<file path="config.mk">
export PLATFORM = sky130hd
export DESIGN_NAME = br_lite_inject_arb
export DESIGN_NICKNAME = d
export VERILOG_FILES = /design/src/rtl/br_lite_inject_arb.sv
export SDC_FILE = /design/constraint.sdc
export NUM_CORES = 1
export LEC_CHECK = 0
export ABC_AREA = 1
export BUFFER_PORTS_ARGS = -buffer_cell sky130_fd_sc_hd__buf_2
export CELL_PAD_IN_SITES_DETAIL_PLACEMENT = 0
export CELL_PAD_IN_SITES_GLOBAL_PLACEMENT = 1
export CORE_MARGIN = 5
export CORE_UTILIZATION = 24
export DETAILED_ROUTE_END_ITERATION = 10
export GPL_TIMING_DRIVEN = 1
export PLACE_DENSITY = 0.93
export SYNTH_ARGS = -nofsm -noshare
export SYNTH_HDL_FRONTEND = slang
export SYNTH_SLANG_ARGS = --single-unit
</file>
<file path="constraint.sdc">
create_clock -name clk_i -period 2.5 [get_ports clk_i]
set_clock_uncertainty 0.2 [all_clocks]
set_input_delay 0.125 -clock clk_i [delete_from_list [all_inputs] [get_ports clk_i]]
set_output_delay 0.125 -clock clk_i [all_outputs]
set_load 0.01 [all_outputs]
</file>
<file path="src/rtl/br_lite_inject_arb.sv">
// Local injection arbiter for the broadcast router.
// Picks one of NREQ local requesters round-robin, stamps the flit with this
// PE's sequential address and a running id, and runs the req/ack handshake
// with the router's local input port. It accepts both the single-cycle ack
// and the ack that is held until req drops.

package br_lite_pkg;

  localparam int BR_ID_W = 4;

  typedef logic [1:0] br_svc_t;

  localparam br_svc_t BR_SVC_ALL   = 2'd0;
  localparam br_svc_t BR_SVC_WRITE = 2'd1;
  localparam br_svc_t BR_SVC_CLEAR = 2'd2;
  localparam br_svc_t BR_SVC_READ  = 2'd3;

  typedef struct packed {
    br_svc_t              service;
    logic [15:0]          seq_source;
    logic [BR_ID_W-1:0]   id;
    logic [31:0]          data;
  } br_data_t;

endpackage

module br_lite_inject_arb
  import br_lite_pkg::*;
#(
  parameter logic [15:0] SEQ_ADDRESS = 16'd0,
  parameter int          NREQ        = 4
) (
  input  logic                 clk_i,
  input  logic                 rst_i,
  input  logic [NREQ-1:0]      in_valid_i,
  input  br_data_t [NREQ-1:0]  in_flit_i,
  output logic [NREQ-1:0]      in_ready_o,
  output logic [NREQ-1:0]      err_o,
  output logic [NREQ-1:0]      sent_o,
  input  logic                 local_busy_i,
  output br_data_t             flit_o,
  output logic                 req_o,
  input  logic                 ack_i
);

  localparam int GW = (NREQ > 1) ? $clog2(NREQ) : 1;

  typedef enum logic [1:0] {
    IDLE,
    ARB,
    REQ,
    RELEASE
  } state_t;

  state_t             state_reg, state_next;
  logic [GW-1:0]      last_grant_reg, last_grant_next;
  logic [GW-1:0]      grant_reg, grant_next;
  logic [BR_ID_W-1:0] id_cnt_reg, id_cnt_next;
  br_data_t           flit_reg, flit_next;

  // Round-robin search: rotate the valid vector so that bit 0 is the index
  // just after the last grant; the first set bit is then the winner. The
  // shift amount is one bit wider than an index so last_grant+1 == NREQ
  // does not wrap to zero when NREQ is a power of two.
  logic [GW:0]        shamt;
  logic [NREQ-1:0]    valid_rot;
  logic               rr_found;
  logic [GW-1:0]      rr_idx;

  assign shamt     = {1'b0, last_grant_reg} + (GW+1)'(1);
  assign valid_rot = NREQ'({in_valid_i, in_valid_i} >> shamt);

  // Pick the first valid requester after last_grant and map it back to its index
  always_comb begin
    rr_found = 1'b0;
    rr_idx   = '0;
    for (int j = 0; j < NREQ; j++) begin
      if (!rr_found && valid_rot[j]) begin
        rr_found = 1'b1;
        rr_idx   = GW'((int'(last_grant_reg) + 1 + j) % NREQ);
      end
    end
  end

  // Next-state logic: arbitration, flit capture, handshake progress
  always_comb begin
    state_next      = state_reg;
    last_grant_next = last_grant_reg;
    grant_next      = grant_reg;
    id_cnt_next     = id_cnt_reg;
    flit_next       = flit_reg;
    case (state_reg)
      IDLE: begin
        // A lingering ack from a previous (or reset-aborted) transfer must
        // clear before we start a new one, otherwise it would be taken as
        // the ack for the new flit.
        if ((in_valid_i != '0) && !local_busy_i && !ack_i) begin
          state_next = ARB;
        end
      end
      ARB: begin
        if (rr_found) begin
          last_grant_next = rr_idx;
          grant_next      = rr_idx;
          if (in_flit_i[rr_idx].service == BR_SVC_CLEAR) begin
            // Rejected: consumed with an error, nothing goes to the router.
            state_next = IDLE;
          end else begin
            flit_next            = in_flit_i[rr_idx];
            flit_next.seq_source = SEQ_ADDRESS;
            flit_next.id         = id_cnt_reg;
            state_next           = REQ;
          end
        end else begin
          // Requester withdrew before being served; nothing to do.
          state_next = IDLE;
        end
      end
      REQ: begin
        if (ack_i) begin
          id_cnt_next = id_cnt_reg + BR_ID_W'(1);
          state_next  = RELEASE;
        end
      end
      RELEASE: begin
        // Wait out a held ack so it is not mistaken for the next one.
        if (!ack_i) begin
          state_next = IDLE;
        end
      end
      default: state_next = IDLE;
    endcase
  end

  // State and datapath registers; reset makes requester 0 win first
  always_ff @(posedge clk_i) begin
    if (rst_i) begin
      state_reg      <= IDLE;
      last_grant_reg <= GW'(NREQ - 1);
      grant_reg      <= '0;
      id_cnt_reg     <= '0;
      flit_reg       <= '0;
    end else begin
      state_reg      <= state_next;
      last_grant_reg <= last_grant_next;
      grant_reg      <= grant_next;
      id_cnt_reg     <= id_cnt_next;
      flit_reg       <= flit_next;
    end
  end

  assign req_o  = (state_reg == REQ);
  assign flit_o = flit_reg;

  // Per-requester pulses. ready/err are only ever raised during the single
  // ARB cycle and sent only during REQ with ack, each for the granted index.
  generate
    for (genvar gi = 0; gi < NREQ; gi++) begin : g_pulse
      assign in_ready_o[gi] = (state_reg == ARB) && rr_found && (rr_idx == GW'(gi));
      assign err_o[gi]      = in_ready_o[gi] && (in_flit_i[gi].service == BR_SVC_CLEAR);
      assign sent_o[gi]     = (state_reg == REQ) && ack_i && (grant_reg == GW'(gi));
    end
  endgenerate

endmodule

</file>
=== Word-level counts from Yosys, hierarchy flattened ===
Index checks and enable logic that the tools add are counted.
W data, S select, Z words.

* Memory bits (writable): 0
* Memories: 0
* Register bits: 48
* Bits in latches: 0
* ROM bits: 0
* Output and inout port bits: 67

* Reduce and logical (&&, ||, !) cells: 32
* Shifts and indexed selects: 1
* Div/mod/pow operators: 0
* Magnitude comparators: 1
* Equality and inequality tests: 17
* Muxes and demuxes: 16
* Bitwise operators: 1
* Multipliers: 0
* $add $sub $neg: 6

{| class="wikitable"
|+ Operators by type and width
! operator !! number
|-
| $bmux W54 S2 || 1
|-
| $mux W54 || 1
|-
| $eq A2 B2 Y1 const B || 11
|-
| $logic_and A1 B1 Y1 || 19
|-
| $mux W2 || 9
|-
| $pmux W2 S4 || 1
|-
| $shr A8 B3 Y4 || 1
|-
| $add A2 B2 Y2 const B || 3
|-
| $eq A2 B1 Y1 const B || 3
|-
| $logic_not A2 Y1 || 3
|-
| $reduce_and A3 Y1 || 2
|-
| $logic_not A1 Y1 || 5
|-
| $add A4 B1 Y4 const B || 1
|-
| $mux W1 || 4
|-
| $ne A2 B2 Y1 const B || 2
|-
| $reduce_and A2 Y1 || 2
|-
| $reduce_bool A4 Y1 || 1
|-
| $add A2 B1 Y3 const B || 1
|-
| $lt A2 B3 Y1 const B || 1
|-
| $add A2 B1 Y2 const B || 1
|-
| $ne A2 B1 Y1 const B || 1
|-
| $not A1 Y1 || 1
|}

=== Logic depth before layout (Yosys ltp) ===
* Depth in word-level cells: 18
* Gate-level depth with buffers: 20
* Gate-level depth less buffers: 17

=== Worst setup path after synthesis ===
OpenSTA, ideal clock, no wires.

* Path kind: reg-to-reg
* Start: register last_grant_reg[0]
* End: register flit_reg, in the netlist flit_o[10]
* Period minus slack after synthesis: 2206 ps
* Data arrival time: 1893 ps
* Required time: 2187 ps
* Cell stages (with the launch flop): 19
* Buffers on the path: 3
* Slack: 294 ps
* Cell sequence: dfxtp_1 buf_6 inv_4 nand2_2 nand2_2 nor2_4 nand2_2 nor2_4 nor2_1 nand2_2 nand2_2 nor2_2 nand2_1 nand2_2 nor2_4 buf_6 buf_4 nor2_1 nor2_1

* Cells in the longest elaborated chain, start to end: 17

{| class="wikitable"
|+ RTL lines
! what !! line !! text
|-
| start: declaration || 56 || <nowiki>logic [GW-1:0] last_grant_reg, last_grant_next;</nowiki>
|-
| start signal: assignment || 139 || <nowiki>last_grant_reg <= GW'(NREQ - 1);</nowiki>
|-
| start signal: assignment || 145 || <nowiki>last_grant_reg <= last_grant_next;</nowiki>
|-
| $add A2 B1 Y3 || 70 || <nowiki>assign shamt = {1'b0, last_grant_reg} + (GW+1)'(1);</nowiki>
|-
| $shr A8 B3 Y4 || 71 || <nowiki>assign valid_rot = NREQ'({in_valid_i, in_valid_i} >> shamt);</nowiki>
|-
| $mux W1 || 78 || <nowiki>if (!rr_found && valid_rot[j]) begin</nowiki>
|-
| $logic_not A1 Y1 || 78 ||
|-
| $logic_and A1 B1 Y1 || 78 ||
|-
| $mux W1 || 78 ||
|-
| $logic_not A1 Y1 || 78 ||
|-
| $logic_and A1 B1 Y1 || 78 ||
|-
| $mux W1 || 78 ||
|-
| $logic_not A1 Y1 || 78 ||
|-
| $logic_and A1 B1 Y1 || 78 ||
|-
| $mux W2 || 78 ||
|-
| $bmux W54 S2 || 105, 109 ||
|-
| $mux W54 (not written as such) || 105, 109 ||
|-
| $eq A2 B2 Y1 || 105 || <nowiki>if (in_flit_i[rr_idx].service == BR_SVC_CLEAR) begin</nowiki>
|-
| $not A1 Y1 (no line) || - ||
|-
| $reduce_and A3 Y1 (no line) || - ||
|-
| end signal: assignment || 148 || <nowiki>flit_reg <= flit_next;</nowiki>
|-
| end: declaration || 59 || <nowiki>br_data_t flit_reg, flit_next;</nowiki>
|}

Parallel ways exist; a longest one is shown, timed or not. The select of a mux whose other input is x is not followed.
A chain may end at the register's enable or synchronous reset.

=== Worst setup path in the final report ===
* Start: register last_grant_reg[0]
* End: output err_o[1]

* Cells in the longest elaborated chain, start to end: 15

{| class="wikitable"
|+ RTL lines
! what !! line !! text
|-
| $add A2 B1 Y3 || 70 ||
|-
| $shr A8 B3 Y4 || 71 ||
|-
| $mux W1 || 78 ||
|-
| $logic_not A1 Y1 || 78 ||
|-
| $logic_and A1 B1 Y1 || 78 ||
|-
| $mux W1 || 78 ||
|-
| $logic_not A1 Y1 || 78 ||
|-
| $logic_and A1 B1 Y1 || 78 ||
|-
| $mux W1 || 78 ||
|-
| $logic_not A1 Y1 || 78 ||
|-
| $logic_and A1 B1 Y1 || 78 ||
|-
| $mux W2 / $mux W1 (equally long branches) || 78 ||
|-
| $eq A2 B1 Y1 / $logic_and A1 B1 Y1 (equally long branches) || 159 || <nowiki>assign in_ready_o[gi] = (state_reg == ARB) && rr_found && (rr_idx == GW'(gi));</nowiki>
|-
| $logic_and A1 B1 Y1 * || 159 ||
|-
| $logic_and A1 B1 Y1 * || 160 || <nowiki>assign err_o[gi] = in_ready_o[gi] && (in_flit_i[gi].service == BR_SVC_CLEAR);</nowiki>
|-
| end: declaration || 38 || <nowiki>output logic [NREQ-1:0] err_o,</nowiki>
|}

Mark *: on every way between the ends. The rest lies on a longest branch, timed or not.

==> results.rst <==
.. list-table::
   :header-rows: 1

   * - Metric
     - Value
   * - Summed instance area of the synthesized netlist
     - 3560 um2
   * - Avg Vias per Cell
     - 4.29
   * - Met3 routing resource usage after global routing
     - 0.0260
   * - Power Dens Cells
     - 722 nW/um2
   * - Power share of the combinational group
     - 0.580
   * - Area fraction of the dominant cell type after synthesis
     - 0.270
   * - Critical Path RT
     - 2170 ps
   * - Cell type of the slowest stage on the worst timing path
     - sky130_fd_sc_hd__dfxtp_4
   * - Hold Crit Class
     - in2reg
   * - Avg WL per Cell
     - 12.6 um
   * - Global-route track usage on met1
     - 0.164
   * - Total leakage power
     - 2.89 nW
   * - Worst path cell trace
     - inv_8 > nand2_4 > nand2_4 > o21ai_2 > buf_4 > nor2_4 > nor2_2 > nand2_2 > a21oi_4 > buf_6 > inv_4 > nor4_4 > buf_2
   * - Routability cong.
     - 0.794
   * - Starting DRT DRC Count
     - 127
   * - Detailed-routing iteration count for the pre-antenna-repair pass
     - 4
   * - Cell types with the largest area share after synthesis
     - sky130_fd_sc_hd__dfxtp_1 27%, sky130_fd_sc_hd__nor2_1 15%, sky130_fd_sc_hd__o21ai_0 12%, sky130_fd_sc_hd__nand2_1 11%, sky130_fd_sc_hd__inv_1 5.7%
   * - Non-Filler Instances
     - 1,026
   * - DRC Markers
     - 0
   * - Routing layer with the top usage in global route
     - met2
   * - Worst Path Class, Setup
     - reg2out
   * - Buffer type at the clock tree root
     - sky130_fd_sc_hd__clkbuf_16
   * - Final layout net count
     - 1,066
   * - ANT cells
     - 0
   * - Vias
     - 4,403
   * - Largest register FFs
     - 38
   * - Proportion of register bits with asynchronous set or reset after synthesis
     - 0
   * - Kind of end point of the critical path
     - primary output
   * - Clk slew on worst S/H paths
     - 70 ps
   * - Area added between synthesis and finish
     - 57.3%
   * - Psw
     - 1.73 mW
   * - Top cells by instance count after synthesis
     - 145 x sky130_fd_sc_hd__nor2_1, 106 x sky130_fd_sc_hd__nand2_1, 83 x sky130_fd_sc_hd__o21ai_0
   * - Die width
     - 132 um
   * - Dpl ws
     - -62.6 ps
   * - Number of H-tree levels
     - 2
   * - Met2 Use GR
     - 0.229
   * - Maximum clock insertion buffer count
     - 2
   * - Total power draw
     - 4.04 mW
   * - Total Die Area
     - 17,400 um2
   * - Num rows
     - 44
   * - Final critical-path setup slack
     - 12.1 ps
   * - Achievable Freq
     - 402 MHz
   * - Number of antenna violations at the first check in global routing
     - 0
   * - Cells after synthesis
     - 605
   * - Fraction of power spent switching nets
     - 0.429
   * - Register bit total from synthesis
     - 48
   * - Count leader, synth
     - sky130_fd_sc_hd__nor2_1
   * - GRT Resource Usage Total
     - 0.132
   * - Ys flop type
     - sky130_fd_sc_hd__dfxtp_1
   * - Clock Power Share
     - 0.177
   * - Maximum fanout along the worst path
     - 7
   * - Avg Cell Area, Syn
     - 5.88 um2
   * - Overflow left after global routing
     - 0
   * - Internal Pwr Total
     - 2.31 mW
   * - Final Instance Area
     - 5600 um2
   * - Slowest stage delay, CP
     - 430 ps
   * - Status
     - complete, no violations
   * - Die Ht
     - 132 um
   * - Total count of hold-check failures in the final report
     - 0
   * - Count of clock tree sinks
     - 48
   * - Library cells used by synthesis
     - 36
   * - Fraction of layout cells with a size suffix above 1
     - 0.387
   * - Post-DP Area
     - 4830 um2
   * - Share of synthesized area occupied by flip-flops and latches
     - 0.270
   * - # IOs
     - 291
   * - Sequential cell fraction of total power
     - 0.243
   * - Largest net degree at the start of global routing
     - 33
   * - Residual antenna-violating net count after detailed routing
     - 0
   * - Setup repair after global routing missed its margin
     - true
   * - Biggest area consumer among synthesized cells
     - sky130_fd_sc_hd__dfxtp_1
   * - Number of max-cap violations
     - 0
   * - Startpoint types
     - flip-flop
   * - DP HPWL
     - 9320 um
   * - IR Drop Worst-Case VDD
     - 0.300 mV
   * - Number of port buffers
     - 194
   * - Clk Latency, worst-skew pair
     - 300 ps
   * - CTS Buf Count
     - 5
   * - Pins Over Slew Limit
     - 0
   * - Number of warning messages in the yosys log
     - 0
   * - Number of synthesized flops with an enable pin
     - 0
   * - Starting Density
     - 0.245
   * - Share of the clock period used by the worst path
     - 0.995
   * - Final standard cell utilization of the core
     - 0.385
   * - Global-route wire length before repair
     - 19,200 um
   * - Total of endpoints with negative setup slack in the final report
     - 0
   * - CP arrival
     - 2160 ps
   * - Placeable core area
     - 14,500 um2
   * - Via count of the first global-routing pass
     - 3,875
   * - Reg-to-reg setup timing slack
     - 40 ps
   * - Routed wire length
     - 13,000 um
   * - Cell Count Post-Placement
     - 980
   * - Final critical-path required period
     - 2490 ps
   * - TritonCTS clock tree
     - done
   * - Worst path most repeated cell
     - sky130_fd_sc_hd__nand2_4
==> layer usage <==
layer	share of wire	vias up
li1	-	2336
met1	0.43	1923
met2	0.50	129
met3	0.056	15
met4	0.016	0
met5	0	-
==> worst max-delay path: cells and delay by family, from the launching register on <==
| kind | cells | cell delay [ps] |
|---|---|---|
| buffers and inverters | 5 | 530 |
| flip-flops | 1 | 430 |
| AND/OR/NAND/NOR | 6 | 580 |
| AO/OA/AOI/OAI | 2 | 330 |
==> cells by family (layout without fill, tap and decap cells) <==
family	count (synthesis)	in the layout	synth area share
buffers and inverters	108	330	0.147
flip-flops	48	48	0.270
other	1	16	0.00105
XOR/XNOR	1	1	0.00246
adder cells (fa/ha/maj)	1	1	0.00352
AO/OA/AOI/OAI	117	117	0.169
AND/OR/NAND/NOR	329	329	0.407
==> worst paths after layout <==
check,startpoint,end,depth (start not counted)
max,last_grant_reg[0]$_SDFFE_PP1P_,err_o[1],13
min,in_flit_i[111],flit_o[3]$_SDFFE_PP0P_,5
max reg2reg,last_grant_reg[0]$_SDFFE_PP1P_,flit_o[27]$_SDFFE_PP0P_,18
min reg2reg,id_cnt_reg[3]$_SDFFE_PP0P_,id_cnt_reg[3]$_SDFFE_PP0P_,1
==> per-stage QoR <==
stage | hold WS, ps | setup TNS [ps]
2_1_floorplan | 93.7 | 0
3_3_place_gp | 196 | -720
3_5_place_dp | 202 | -1560
4_1_cts | 1.87 | 0
5_1_grt | 36.9 | -3980
6_report | 10.3 | 0
==> power groups by stage <==
stage / clock, mW / sequential (mW) / combinational (mW)
global placement: 0 / 0.991 / 2.06
finish: 0.714 / 0.982 / 2.34
detailed placement: 0 / 0.996 / 2.06
CTS: 0.760 / 0.980 / 2.10
global route: 0.790 / 1.00 / 2.64
floorplan: 0 / 1.05 / 1.26
==> layout by cell type, fill, tap and decap left out, types with 2 or more instances in the layout <==
cell type	instances
sky130_fd_sc_hd__a21oi_1	6
sky130_fd_sc_hd__buf_12	6
sky130_fd_sc_hd__buf_2	194
sky130_fd_sc_hd__buf_4	31
sky130_fd_sc_hd__buf_6	4
sky130_fd_sc_hd__buf_8	2
sky130_fd_sc_hd__clkbuf_16	8
sky130_fd_sc_hd__conb_1	16
sky130_fd_sc_hd__dfxtp_1	47
sky130_fd_sc_hd__dlygate4sd3_1	22
sky130_fd_sc_hd__inv_1	51
sky130_fd_sc_hd__inv_2	5
sky130_fd_sc_hd__inv_6	2
sky130_fd_sc_hd__nand2_1	96
sky130_fd_sc_hd__nand2_2	17
sky130_fd_sc_hd__nand2_4	5
sky130_fd_sc_hd__nand3_1	9
sky130_fd_sc_hd__nand3_2	2
sky130_fd_sc_hd__nand3_4	3
sky130_fd_sc_hd__nand4_1	4
sky130_fd_sc_hd__nor2_1	127
sky130_fd_sc_hd__nor2_2	18
sky130_fd_sc_hd__nor2_4	4
sky130_fd_sc_hd__nor3_1	6
sky130_fd_sc_hd__nor4_2	3
sky130_fd_sc_hd__o211ai_1	2
sky130_fd_sc_hd__o21ai_0	78
sky130_fd_sc_hd__o21ai_1	26
sky130_fd_sc_hd__o21ai_2	2
sky130_fd_sc_hd__or2_0	20
sky130_fd_sc_hd__or2_2	12
==> cell type report <==
| class | instances | area [um2] |
|---|---|---|
| clock inverter | 3 | 26.3 |
| inverter | 59 | 233 |
| clock buffer | 5 | 125 |
| tap | 184 | 230 |
| multi-input combinational | 464 | 2300 |
| sequential | 48 | 965 |
| fill | 1588 | 8940 |
| timing repair buffer | 263 | 1720 |
==> repair_timing <==
action / 4_1_cts / 5_1_grt
setup buffers: 0 / 11
pin swaps: 0 / 12
hold buffers: 22 / 0
gates resized for setup: 2 / 62
endpoints found under the hold margin: 26 / 0
setup endpoints to repair: 38 / 40
cloned: 0 / 5
(Power assumes the default switching activity.)
